### config.mk
export PLATFORM = sky130hd
export DESIGN_NAME = gray_decoder
export DESIGN_NICKNAME = d
export VERILOG_FILES = /design/src/rtl/gray_decoder.sv
export SDC_FILE = /design/constraint.sdc
export NUM_CORES = 1
export LEC_CHECK = 0
export CAP_MARGIN = 10
export CORE_ASPECT_RATIO = 2
export CORE_MARGIN = 2
export CORE_UTILIZATION = 30
export DETAILED_ROUTE_END_ITERATION = 10
export GPL_ROUTABILITY_DRIVEN = 0
export PLACE_DENSITY_LB_ADDON = 0.05
export REMOVE_ABC_BUFFERS = 1
export SYNTH_ARGS = -nofsm -noshare
export SYNTH_HDL_FRONTEND = slang
export SYNTH_SLANG_ARGS = --single-unit
### constraint.sdc
create_clock -name Clk -period 4 [get_ports Clk]
set_clock_uncertainty 0.1 [all_clocks]
set_input_delay 0.6 -clock Clk [delete_from_list [all_inputs] [get_ports Clk]]
set_output_delay 0.6 -clock Clk [all_outputs]
set_load 0.05 [all_outputs]
### src/rtl/gray_decoder.sv
// Tracks a Gray-coded counter: decodes it to binary, checks every sampled step,
// and records direction, forward wraps and illegal jumps.
module gray_decoder #(
  parameter int WIDTH = 3
) (
  input  logic             Clk,
  input  logic             Reset,
  input  logic             En,
  input  logic [WIDTH-1:0] Gray,
  input  logic             Resync,
  output logic [WIDTH-1:0] Binary,
  output logic             Valid,
  output logic             Up,
  output logic             Overflow,
  output logic             Error,
  output logic [7:0]       WrapCount
);

  typedef enum logic [1:0] {
    IDLE  = 2'd0,
    TRACK = 2'd1,
    FAULT = 2'd2
  } state_t;

  // Power-up values match the reset values so outputs are defined before the first Reset.
  state_t           state_q     = IDLE;
  logic [WIDTH-1:0] binary_q    = '0;
  logic             valid_q     = 1'b0;
  logic             up_q        = 1'b0;
  logic             overflow_q  = 1'b0;
  logic             error_q     = 1'b0;
  logic [7:0]       wrap_cnt_q  = 8'd0;

  logic [WIDTH-1:0] gray_bin;
  logic [WIDTH-1:0] step_d;
  logic [7:0]       wrap_cnt_d;

  always_comb begin
    gray_bin = '0;
    gray_bin[WIDTH-1] = Gray[WIDTH-1];
    for (int i = WIDTH - 2; i >= 0; i--) begin
      gray_bin[i] = gray_bin[i+1] ^ Gray[i];
    end
  end

  // Modular distance from the tracked value to the new sample.
  assign step_d     = gray_bin - binary_q;
  assign wrap_cnt_d = (wrap_cnt_q == 8'hFF) ? wrap_cnt_q : wrap_cnt_q + 8'd1;

  always_ff @(posedge Clk) begin
    if (Reset) begin
      state_q    <= IDLE;
      binary_q   <= '0;
      valid_q    <= 1'b0;
      up_q       <= 1'b0;
      overflow_q <= 1'b0;
      error_q    <= 1'b0;
      wrap_cnt_q <= 8'd0;
    end else if (Resync) begin
      // A simultaneous sample becomes the new reference immediately.
      if (En) begin
        binary_q <= gray_bin;
        valid_q  <= 1'b1;
        state_q  <= TRACK;
      end else begin
        valid_q  <= 1'b0;
        state_q  <= IDLE;
      end
    end else if (En) begin
      case (state_q)
        IDLE: begin
          binary_q <= gray_bin;
          valid_q  <= 1'b1;
          state_q  <= TRACK;
        end
        TRACK: begin
          if (step_d == '0) begin
            binary_q <= binary_q;
          end else if (step_d == WIDTH'(1)) begin
            binary_q <= gray_bin;
            up_q     <= 1'b1;
            if (binary_q == '1) begin
              overflow_q <= 1'b1;
              wrap_cnt_q <= wrap_cnt_d;
            end
          end else if (step_d == '1) begin
            binary_q <= gray_bin;
            up_q     <= 1'b0;
          end else begin
            error_q <= 1'b1;
            valid_q <= 1'b0;
            state_q <= FAULT;
          end
        end
        default: begin
          state_q <= FAULT;
        end
      endcase
    end
  end

  assign Binary    = binary_q;
  assign Valid     = valid_q;
  assign Up        = up_q;
  assign Overflow  = overflow_q;
  assign Error     = error_q;
  assign WrapCount = wrap_cnt_q;

endmodule

==> flow_metrics.py, run 1 <==
metrics = {
    "global_routing": {
        "gr-total-overflow": 0,
        "grt_max_degree": 20,
        "antenna_found_initial": 0,
        "grt_pass1_vias": 931,
        "grt_usage": 0.148,
        "grt_first_pass_wirelength_um": 4320,
    },
    "cells_and_area": {
        "syn2layout_area_growth_pct": 31.6,
        "fin_nets": 151,
        "post-route-util": 0.415,
        "antenna_cells": 0,
        "final_cell_mix": "21 x clkdlybuf4s50_1, 17 x dfxtp_1, 10 x inv_1, 8 x a21oi_1",
        "layout_commonest_cell": "clkdlybuf4s50_1",
        "final_cells": 171,
        "fillerInstances": 328,
        "drive_gt1_frac": 0.0929,
    },
    "yosys": {
        "yosysTopAreaCell": "dfxtp_1",
        "synth_top_area_share": 0.338,
        "ys_types": 43,
        "syn_inst": 114,
        "syn_area_um2": 1010,
        "synth-seq-cells": 17,
        "yosys_warnings": 0,
        "synth_area_leaders": "dfxtp_1 34%, a21oi_1 4.0%, inv_1 3.7%",
        "syn_avg_cell_area_um2": 8.82,
        "ys_seq_area_frac": 0.338,
    },
    "place": {
        "hpwl_um": 2030,
        "dpl_worst_slack_ps": 81.2,
        "port_buffers": 21,
        "dp_cells": 167,
    },
    "power_and_ir_drop": {
        "leakage_nw": 0.474,
        "peakVddDrop_mv": 0.179,
        "power_density_nw_per_um2": 375,
    },
    "clocking": {
        "clk-insertion-delay-late_ps": 250,
        "clkTransAtPathRegs_ps": 70,
        "htree_levels": 1,
        "cts_tree": "yes",
        "clock-sinks": 17,
        "ctsResizeCount": 0,
        "clockBufferDepth": 2,
        "cts_setup_buffers": 0,
        "root_buffer": "clkbuf_8",
        "hold_buffers": 0,
        "cts_made_buffers": 3,
    },
    "timing": {
        "max_slew.worst_pin.slew_ps": 526,
        "hold_violations": 0,
        "tns_ps": 0,
        "fin_crit_ps": 3640,
        "layout_setup_ws_ps": 360,
        "max_slew_margin": 0.649,
        "post-route-period-util": 0.910,
        "rsz0062_at_grt": "false",
        "finalSetupViolations": 0,
        "maxSlewViolCount": 0,
        "max_freq_mhz": 275,
        "hold_ws_ps": 358,
    },
    "die": {
        "fp.dieW_um": 44.9,
        "die_y_um": 85.9,
        "start_util": 0.315,
        "dieArea_um2": 3860,
        "pin_count": 22,
        "rows": 29,
        "core_area_um2": 3190,
    },
    "routing": {
        "drc": 0,
        "drtAntennaViolNets": 0,
        "viasPerCell": 5.80,
        "wl_per_cell_um": 15.4,
        "drt_iter0_drc": 23,
        "dr.pass1.iters": 4,
        "totalWireLength_um": 2630,
        "vias": 992,
    },
    "critical_path": {
        "crit_fanout": 2,
        "start_kind": "input pin",
        "arrival_ps": 3690,
        "crit_type": "in -> reg",
        "required_ps": 4050,
        "rrSetupSlack_ps": 1240,
        "crit_path_end_kind": "register",
    },
    "status": {
        "status": "completed",
    },
    "job": {
        "cap_violations": 0,
    },
    "worst_hold_path": {
        "hp-class": "reg -> reg",
    },
}
per-stage QoR:
step | area [µm²] | total power, mW
after floorplan | 985 | 0.305
after global placement | 1280 | 0.365
after detailed placement | 1280 | 0.368
after CTS | 1320 | 0.501
after global routing | 1320 | 0.524
final | 1320 | 0.496
cells by family (layout without fill, tap and decap cells):
| logic type | count (synthesis) | count (layout) | synth area share |
|---|---|---|---|
| flip-flops | 17 | 17 | 0.338 |
| buffers and inverters | 15 | 41 | 0.0585 |
| adder cells (fa/ha/maj) | 3 | 3 | 0.0448 |
| AO/OA/AOI/OAI | 29 | 29 | 0.202 |
| multiplexers | 2 | 2 | 0.0249 |
| XOR/XNOR | 5 | 5 | 0.0572 |
| AND/OR/NAND/NOR | 43 | 43 | 0.275 |
registers in the layout (all words and copies together) (netlist names):
register   flops
Up             1
Error          1
Valid          1
WrapCount      8
Overflow       1
state_q        2
Binary         3
synth_stat cells:
cell / count
clkbuf_1: 3
nor2_1: 6
o211ai_1: 1
buf_2: 1
or4_4: 1
o21a_1: 2
fa_1: 1
o21ai_0: 3
o31a_1: 2
nand2b_1: 1
nand3_1: 5
and3_1: 2
nand4b_1: 1
nor4bb_1: 1
mux2i_1: 1
nand2_1: 5
nand4bb_4: 1
nor4_1: 2
or3_1: 1
ha_1: 2
o211a_1: 1
clkbuf_2: 1
inv_1: 10
or3b_2: 1
o31ai_1: 4
a2111o_1: 1
mux2_4: 1
nor3_1: 2
dfxtp_1: 17
xnor2_1: 1
xor2_1: 3
o21bai_1: 1
a22oi_1: 1
nand4_1: 4
a21oi_1: 8
nor2b_1: 2
and2_1: 1
or4_1: 4
o41ai_1: 1
nor3b_1: 3
xnor3_1: 1
o311ai_0: 3
a31oi_1: 1
power breakdown:
part / leakage, nW / switching, mW / internal [mW]
logic: 0.313 / 0.104 / 0.0713
clock network: 0.0228 / 0.0606 / 0.0707
registers: 0.138 / 0.0108 / 0.179
worst max-delay path, stage by stage:
cell and delay [ps]:
clkdlybuf4s50_1 500, xor2_1 220, xor2_1 220, inv_1 70
ha_1 170, inv_1 60, fa_1 410, nand4b_1 170
or4_1 430, or4_4 530, mux2_4 300
worst paths after layout:
path	start	endpoint	cells after the start
worst max-delay path	Gray[2]	WrapCount[7]	11
worst min register to register	Overflow	Overflow	2
worst min-delay path	Overflow	Overflow	2
worst max register to register	Binary[0]	WrapCount[7]	7
layout make-up:
cell class / instances / area (µm²) / share of cell area
clock buffer: 4 / 45.0 / 0.0340
multi-input combinational: 82 / 607 / 0.458
tap: 31 / 38.8 / 0.0293
inverter: 10 / 37.5 / 0.0284
sequential: 17 / 340 / 0.257
timing repair buffer: 27 / 255 / 0.193
layer usage:
metal / up-vias / part of all wire / GRT usage
li1: 478 / - / -
met3: 7 / 0.047 / 0.0211
met2: 32 / 0.54 / 0.264
met1: 475 / 0.38 / 0.161
met4: 0 / 0.026 / 0.0722
met5: - / 0 / 0
No activity file was read; power rests on OpenSTA's default activity.
==> run 2, diff against run 1 <==
Settings changed: ABC_CLOCK_PERIOD_IN_PS set to 4000.
==> results of run 2 <==
Final layout, timing and power as in run 1 (identical DEF).
